File: src/rtl/display_pkg.sv
// Shared types and constants for the scrolling seven-segment display.
// Segment patterns are active-low with bit order {g,f,e,d,c,b,a}.
package display_pkg;

    typedef logic [2:0] digit_idx_t;

    localparam logic [6:0] SEG_OFF = 7'h7F;
    localparam logic [7:0] AN_OFF  = 8'hFF;

    // Index 0 is the rightmost entry; listed F down to 0.
    localparam logic [15:0][6:0] SEG_TABLE = {
        7'h0E, 7'h06, 7'h21, 7'h46, 7'h03, 7'h08, 7'h10, 7'h00,
        7'h78, 7'h02, 7'h12, 7'h19, 7'h30, 7'h24, 7'h79, 7'h40
    };

    function automatic logic [7:0] an_select(input digit_idx_t idx);
        an_select = ~(8'b0000_0001 << idx);
    endfunction

endpackage

File: src/rtl/hex7seg.sv
// Combinational hex-to-seven-segment decoder, active-low outputs.
module hex7seg
    import display_pkg::*;
(
    input  logic [3:0] nibble,
    output logic [6:0] seg
);

    // Table lookup covers all sixteen hex values.
    always_comb begin
        seg = SEG_TABLE[nibble];
    end

endmodule

File: src/rtl/scroll_display.sv
// Scrolling eight-digit hex message display: a nibble-rotating message
// register feeding a time-multiplexed, glitch-free seven-segment scanner.
module scroll_display
    import display_pkg::*;
#(
    parameter int SCROLL_DIV = 50_000_000,
    parameter int SCAN_DIV   = 100_000
) (
    input  logic        clk,
    input  logic        rst,
    input  logic        load_en,
    input  logic        shift_en,
    input  logic        disp_src,
    input  logic [31:0] mem_data,
    input  logic [31:0] sw_data,
    output logic [6:0]  seg,
    output logic [7:0]  an,
    output logic        dp
);

    localparam int SCROLL_W = (SCROLL_DIV > 1) ? $clog2(SCROLL_DIV) : 1;
    localparam int SCAN_W   = (SCAN_DIV > 1) ? $clog2(SCAN_DIV) : 1;
    localparam logic [SCROLL_W-1:0] SCROLL_LAST = SCROLL_W'(SCROLL_DIV - 1);
    localparam logic [SCAN_W-1:0]   SCAN_LAST   = SCAN_W'(SCAN_DIV - 1);

    logic [31:0]         msg_r;
    logic [SCROLL_W-1:0] scroll_cnt_r;
    logic [31:0]         disp_word_r;
    logic                src_r;
    logic [SCAN_W-1:0]   scan_cnt_r;
    digit_idx_t          idx_r;

    logic                scan_wrap_s;
    logic [3:0]          nibble_s;
    logic [6:0]          seg_dec_s;

    // idx_r names the digit to light at the next scan step, so digit 0
    // comes up first after reset.
    always_comb begin
        scan_wrap_s = (scan_cnt_r == SCAN_LAST);
        nibble_s    = disp_word_r[{idx_r, 2'b00} +: 4];
    end

    hex7seg u_hex7seg (
        .nibble (nibble_s),
        .seg    (seg_dec_s)
    );

    // Message register: load wins over timed rotation; idle clears the count.
    always_ff @(posedge clk or posedge rst) begin
        if (rst) begin
            msg_r        <= 32'h0000_0000;
            scroll_cnt_r <= '0;
        end else if (load_en) begin
            msg_r        <= mem_data;
            scroll_cnt_r <= '0;
        end else if (shift_en) begin
            if (scroll_cnt_r == SCROLL_LAST) begin
                msg_r        <= {msg_r[27:0], msg_r[31:28]};
                scroll_cnt_r <= '0;
            end else begin
                msg_r        <= msg_r;
                scroll_cnt_r <= scroll_cnt_r + SCROLL_W'(1);
            end
        end else begin
            msg_r        <= msg_r;
            scroll_cnt_r <= '0;
        end
    end

    // Display word and its source flag are captured together each cycle.
    always_ff @(posedge clk or posedge rst) begin
        if (rst) begin
            disp_word_r <= 32'h0000_0000;
            src_r       <= 1'b0;
        end else begin
            disp_word_r <= disp_src ? sw_data : msg_r;
            src_r       <= disp_src;
        end
    end

    // Free-running scan prescaler and digit index.
    always_ff @(posedge clk or posedge rst) begin
        if (rst) begin
            scan_cnt_r <= '0;
            idx_r      <= 3'd0;
        end else if (scan_wrap_s) begin
            scan_cnt_r <= '0;
            idx_r      <= idx_r + 3'd1;
        end else begin
            scan_cnt_r <= scan_cnt_r + SCAN_W'(1);
            idx_r      <= idx_r;
        end
    end

    // Anode, segments and decimal point switch on the same edge: no ghosting.
    always_ff @(posedge clk or posedge rst) begin
        if (rst) begin
            an  <= AN_OFF;
            seg <= SEG_OFF;
            dp  <= 1'b1;
        end else if (scan_wrap_s) begin
            an  <= an_select(idx_r);
            seg <= seg_dec_s;
            dp  <= ~((idx_r == 3'd0) && src_r);
        end else begin
            an  <= an;
            seg <= seg;
            dp  <= dp;
        end
    end

endmodule

File: config.mk
export PLATFORM = sky130hd
export DESIGN_NAME = scroll_display
export DESIGN_NICKNAME = d
export VERILOG_FILES = /design/src/rtl/display_pkg.sv /design/src/rtl/hex7seg.sv /design/src/rtl/scroll_display.sv
export SDC_FILE = /design/constraint.sdc
export NUM_CORES = 1
export LEC_CHECK = 0
export ABC_AREA = 0
export CAP_MARGIN = 40
export CORE_ASPECT_RATIO = 1.4
export CORE_MARGIN = 2
export CORE_UTILIZATION = 60
export CTS_CLUSTER_DIAMETER = 60
export CTS_CLUSTER_SIZE = 28
export DETAILED_ROUTE_END_ITERATION = 10
export PLACE_DENSITY = 0.92
export SYNTH_ARGS = -nofsm -noshare
export SYNTH_HDL_FRONTEND = slang
export SYNTH_HIERARCHICAL = 1
export SYNTH_SLANG_ARGS = --single-unit
File: constraint.sdc
create_clock -name clk -period 8.9 [get_ports clk]
set_clock_uncertainty 0.1 [all_clocks]
set_input_delay 1.78 -clock clk [delete_from_list [all_inputs] [get_ports clk]]
set_output_delay 1.78 -clock clk [all_outputs]
set_load 0.05 [all_outputs]
==> flow_summary.toml, run 1 <==
[route]
via_per_inst = 6.43
drtAntennaViolNets = 0
wl_per_cell_um = 20.9
num_vias = 5430
dr.pass1.iters = 5
drt-total-wl_mm = 17.6
drc = 0
drt_iter0_markers = 512

[synth]
ys_warn_count = 6
synth.avg_cell_area_sq_um = 10.7
seq_area_frac_synth = 0.475
async_flop_share = 1.00
syn_nets = 711
yosys.area.top_type = "dfrtp_1"
synth_area_leaders = "dfrtp_1 (41%), mux2_2 (8.0%), dfstp_2 (6.3%)"
synth_ff_type = "dfrtp_1"
netlist_instances = 627
synth.cell_area_sq_um = 6730
yosys.area.top_type_share = 0.413
synth-edff-count = 0
synthDistinctLibCells = 48
ys_seq_elements = 127

[global_route]
grt_max_degree = 66
grt_remaining_overflow = 0
first_global_vias = 5506
track_usage = 0.303
grt_first_pass_wirelength_mm = 28.0
antenna_found_initial = 0

[power]
internal_power_mw = 1.12
swShare = 0.238
ir_drop_mv = 0.142
power.density_nw_per_um2 = 178
seqPwrFrac = 0.426
p_comb_frac = 0.089
switchingPower_mw = 0.348
leakage_nw = 3.28
pwr-share-clk = 0.486

[timing]
tightestPinTransition_ns = 0.977
fin_ws_ns = 4.96
post-route-min-period_ns = 3.94
rsz0062_at_grt = "no"
period_share = 0.443
setup-violations-final = 0
final_max_slew_viol_count = 0
fmax_mhz = 254
setup_tns_ns = 0
relSlewSlack = 0.347
hold_viol = 0

[clock_network]
cts_resized = 0
hold_buffers = 0
clock_path_buffers = 2
clk_pin_slew_ns = 0.06
cts_root_buffer = "clkbuf_16"
numCtsBuffers = 17
htreeDepth = 4
cts_sinks = 127
cts_setup_buffers = 0
cts_tree = "yes"
worstSkewPairLatency_ns = 0.42

[setup_path]
critPathMaxStageDelay_ns = 1.11
cp_num_buf_inv = 2
critical_path_class = "in2reg"
cp_top_family = "buffers and inverters"
cp.arrival_ns = 4.14
worst_ep_required_time_ns = 9.09
startpoint = "shift_en"
rr_startpoint = "idx_r[0]"
cp_slowest_cell = "clkdlybuf4s50_1"
path_cells = "clkdlybuf4s50_1, and3b_1, nand4_1, buf_8, o21ai_0, a21oi_1"
end_kind = "flip-flop"
start_kind = "input pin"
cp_max_fo = 34

[finish]
final_cell_mix = "dfrtp_1 (111), clkdlybuf4s50_1 (83), mux2_2 (48)"
final_common_cell = "dfrtp_1"
fin_util = 0.756
regArea_sq_um = 3200
n_antenna_cell = 0
n_fill_cell = 635
multi_input_area_sq_um = 3240
drive_above_1_share = 0.178
area_growth_pct = 22.2
finalNetCount = 774

[floorplanning]
die_w_um = 93.5
die-area_sq_um = 12100
start_util = 0.619
die_h_um = 129
coreArea_sq_um = 10900
num_rows = 45
io_pins = 85

[status]
status = "finished clean"

[flow_run]
drv_cap = 0

[hold_path]
min-delay-start = "scroll_cnt_r[0]"
min_path_type = "reg2reg"

[place]
port_buffers = 84
dp_slack_ns = 4.71
gp_congestion = 0.880
place_hpwl_mm = 11.3
final cells by class:
type,instances,area share
Multi-Input combinational cell,441,0.394
Sequential cell,127,0.389
Timing Repair Buffer,93,0.116
Clock buffer,21,0.0585
Tap cell,141,0.0215
Clock inverter,11,0.0160
Inverter,10,0.00487
power groups by stage:
stage	sequential (mW)	clock (mW)	combinational, mW
final	0.624	0.712	0.130
after global routing	0.626	0.740	0.141
after CTS	0.623	0.711	0.129
after detailed placement	0.632	0	0.126
after global placement	0.629	0	0.117
after floorplan	0.623	0	0.0766
logic make-up after synthesis:
| kind of cell | count (synthesis) | share of synthesized area |
|---|---|---|
| and+or+nand+nor | 203 | 0.187 |
| muxes | 62 | 0.118 |
| AOI/OAI and AO/OA | 135 | 0.115 |
| buffers and inverters | 59 | 0.0426 |
| adders and majority gates | 15 | 0.0279 |
| xor gates and xnor gates | 26 | 0.0339 |
| DFF | 127 | 0.475 |
per-layer routing:
| metal | routed length [um] | track usage | up-vias | part of all wire |
|---|---|---|---|---|
| met5 | 0 | 0 | - | 0 |
| met4 | 475 | 0.110 | 0 | 0.027 |
| met3 | 1150 | 0.0703 | 50 | 0.066 |
| met2 | 9490 | 0.538 | 296 | 0.54 |
| met1 | 6480 | 0.357 | 2659 | 0.37 |
| li1 | - | - | 2425 | - |
flip-flops by register name (all words and copies together) (netlist names):
register / count
idx_r: 3
dp: 1
msg_r: 32
src_r: 1
scroll_cnt_r: 26
disp_word_r: 32
scan_cnt_r: 17
seg: 7
an: 8
Yosys cell counts, types with 2 or more instances:
| library cell | instances |
|---|---|
| or3_1 | 7 |
| a22o_1 | 2 |
| and2_1 | 4 |
| nand4_1 | 10 |
| inv_1 | 9 |
| a31oi_1 | 32 |
| dfrtp_1 | 111 |
| nor2_1 | 28 |
| xor2_1 | 11 |
| nand3_1 | 17 |
| clkbuf_1 | 26 |
| buf_6 | 6 |
| a21oi_1 | 46 |
| o21ai_0 | 42 |
| nand4_2 | 2 |
| ha_1 | 15 |
| nand2_1 | 35 |
| mux4_2 | 8 |
| nor3_1 | 4 |
| buf_2 | 13 |
| and4_1 | 40 |
| buf_1 | 3 |
| and3_1 | 2 |
| nor2b_1 | 34 |
| xnor2_1 | 15 |
| or4_1 | 7 |
| mux2_2 | 48 |
| and3_2 | 2 |
| mux2i_1 | 5 |
| o31ai_1 | 10 |
| dfstp_2 | 16 |
stage by stage:
| stage | area, sq um | hold slack (ns) | cells | power, mW |
|---|---|---|---|---|
| after floorplan | 6730 | 0.343 | 627 | 0.700 |
| after global placement | 7530 | 0.363 | 808 | 0.746 |
| after detailed placement | 7610 | 0.375 | 812 | 0.758 |
| after CTS | 8220 | 0.383 | 844 | 1.46 |
| after global routing | 8220 | 0.415 | 844 | 1.51 |
| final | 8220 | 0.382 | 844 | 1.47 |
worst register-to-register path: stages (launching register included):
cell and delay [ns]:
dfrtp_1 0.76, mux4_2 0.63, nand2_1 0.09, nand2_1 0.13, inv_1 0.18, ha_1 0.22, and2b_2 0.23, or3b_1 0.36
o21ai_0 0.07, mux2_2 0.17
worst paths after layout:
| check | endpoint | slack, ns | cells after the start |
|---|---|---|---|
| hold reg to reg | scroll_cnt_r[0] | 0.38 | 1 |
| setup / recovery | msg_r[5] | 4.96 | 6 |
| min in group asynchronous | disp_word_r[7] | 1.69 | 2 |
| max in group asynchronous | seg[1] | 5.78 | 4 |
| setup reg to reg | seg[0] | 5.91 | 9 |
| hold / removal | scroll_cnt_r[0] | 0.38 | 1 |
Power figures use the tool's default switching activity.
==> run 2, diff against run 1 <==
CORE_UTILIZATION = 51   (was 60)
PLACE_DENSITY = 0.84   (was 0.92)
clock period = 3.45 ns   (was 8.9 ns; I/O delays follow)
==> run 2 against run 1 <==
  * Register-to-register slack got worse by 5.3 ns
  * Wire length is 6.4% lower
  * First-iteration DRC count is 34% higher
  * Core utilization is 12 points lower
  * Clock-buffer cell count down 4
  * Highest routed layer unchanged
==> flow_summary.toml, run 2 (synthesis gave the netlist of run 1 again) <==
[status]
status = "finished clean"

[setup_path]
ff2ff_setup_slack_ns = 0.57
path_cells = "mux4_2, nand2_1, nand2_1, inv_1, ha_1, inv_1, mux4_1, mux2_2"
cp.arrival_ns = 3.12
end_kind = "flip-flop"
cp_num_buf_inv = 2
worst_ep_required_time_ns = 3.69
critical_path_class = "reg2reg"
reg2reg_to = "seg[3]"
cp_top_family = "multiplexers"
critPathMaxStageDelay_ns = 0.72
ff2ff_path_depth = 8
start_kind = "flip-flop"
rr_startpoint = "idx_r[0]"
cp_max_fo = 11
cp_slowest_cell = "dfrtp_1"

[timing]
relSlewSlack = 0.489
final_max_slew_viol_count = 0
fmax_mhz = 347
hold_viol = 0
fin_ws_ns = 0.569
rsz0062_at_grt = "no"
tightestPinTransition_ns = 0.766
setup-violations-final = 0
setup_tns_ns = 0
post-route-min-period_ns = 2.88
period_share = 0.835

[clock_network]
hold_buffers = 0
cts_sinks = 127
cts_resized = 0
cts_tree = "yes"
worstSkewPairLatency_ns = 0.42
cts_root_buffer = "clkbuf_16"
numCtsBuffers = 17
htreeDepth = 4
clock_path_buffers = 2
clk_pin_slew_ns = 0.06
cts_setup_buffers = 0

[floorplanning]
coreArea_sq_um = 12900
start_util = 0.522
io_pins = 85
die_h_um = 140
die-area_sq_um = 14100
die_w_um = 101
num_rows = 49

[power]
power.density_nw_per_um2 = 456
ir_drop_mv = 0.226
leakage_nw = 3.27

[hold_path]
min_path_type = "reg2reg"
min-delay-start = "scroll_cnt_r[0]"
hold_path_end = "scroll_cnt_r[0]"
hold_depth = 1

[place]
gp_congestion = 0.804
port_buffers = 84
place_hpwl_mm = 11.3
dp_slack_ns = 0.552
dpl-instance-area_sq_um = 7600

[route]
drc = 0
wl_per_cell_um = 19.2
drtAntennaViolNets = 0
drt_iter0_markers = 688
num_vias = 5304
drt-total-wl_mm = 16.5
dr.pass1.iters = 5
via_per_inst = 6.19

[global_route]
track_usage = 0.241
grt_max_degree = 128
antenna_found_initial = 0
first_global_vias = 5396
grt_remaining_overflow = 0
grt_first_pass_wirelength_mm = 26.7

[flow_run]
drv_cap = 0

[finish]
final_cell_mix = "dfrtp_1 (111), clkdlybuf4s50_1 (83), mux2_2 (48)"
fin_util = 0.636
drive_above_1_share = 0.179
reg_top3 = "disp_word_r (32), msg_r (32), scroll_cnt_r (26)"
area_growth_pct = 21.8
n_antenna_cell = 0
stdcell_area_sq_um = 8190
final_common_cell = "dfrtp_1"
finalNetCount = 775
## run 2: cell count changes in the layout (fill, tap and decap cells not counted)
| cell | change |
|---|---|
| buf_16 | -1 |
| inv_4 | -1 |
| clkbuf_8 | -4 |
| inv_8 | +1 |
| buf_4 | +4 |
| clkinvlp_4 | -2 |
| buf_8 | -2 |
| inv_6 | +6 |
## run 2: area by class of cell
cell class	instances	area (sq um)
clock buffer	17	425
clock inverter	15	173
fill	937	4680
inverter	10	41.3
multi-input combinational	441	3240
sequential	127	3200
tap	153	191
timing repair buffer	94	923
## run 2: power by group
group | switching [mW] | internal (mW)
logic | 0.153 | 0.174
clock network | 0.721 | 1.09
registers | 0.0456 | 1.56
## run 2: worst max path at each step
stage	start	endpoint	slack, ns	cells past startpoint
after global placement	idx_r[0]	seg[0]	0.72	9
final	idx_r[0]	seg[3]	0.57	8
after CTS	idx_r[0]	seg[0]	0.55	9
after floorplan	idx_r[0]	seg[0]	0.90	10
after detailed placement	idx_r[0]	seg[3]	0.55	8
after global routing	idx_r[0]	seg[0]	0.37	9
## run 2: worst reg2reg max path: stages (launching register included)
cell and delay, ns:
dfrtp_1 0.72, mux4_2 0.58, nand2_1 0.09, nand2_1 0.18
inv_1 0.19, ha_1 0.15, inv_1 0.06, mux4_1 0.47
mux2_2 0.28
## run 2: metrics by stage
stage               total power, mW  cells  hold WS, ns
finish                         3.74    857        0.376
floorplan                      1.81    627        0.343
detailed placement             1.95    825        0.377
CTS                            3.76    857        0.379
global placement               1.94    825        0.362
global route                   3.88    857        0.422
## run 2: routing by layer
layer	track usage	routed length, um	share of wire
met5	0	0	0
met4	0.0853	393	0.024
met3	0.0623	1010	0.061
met2	0.423	8840	0.54
met1	0.279	6230	0.38
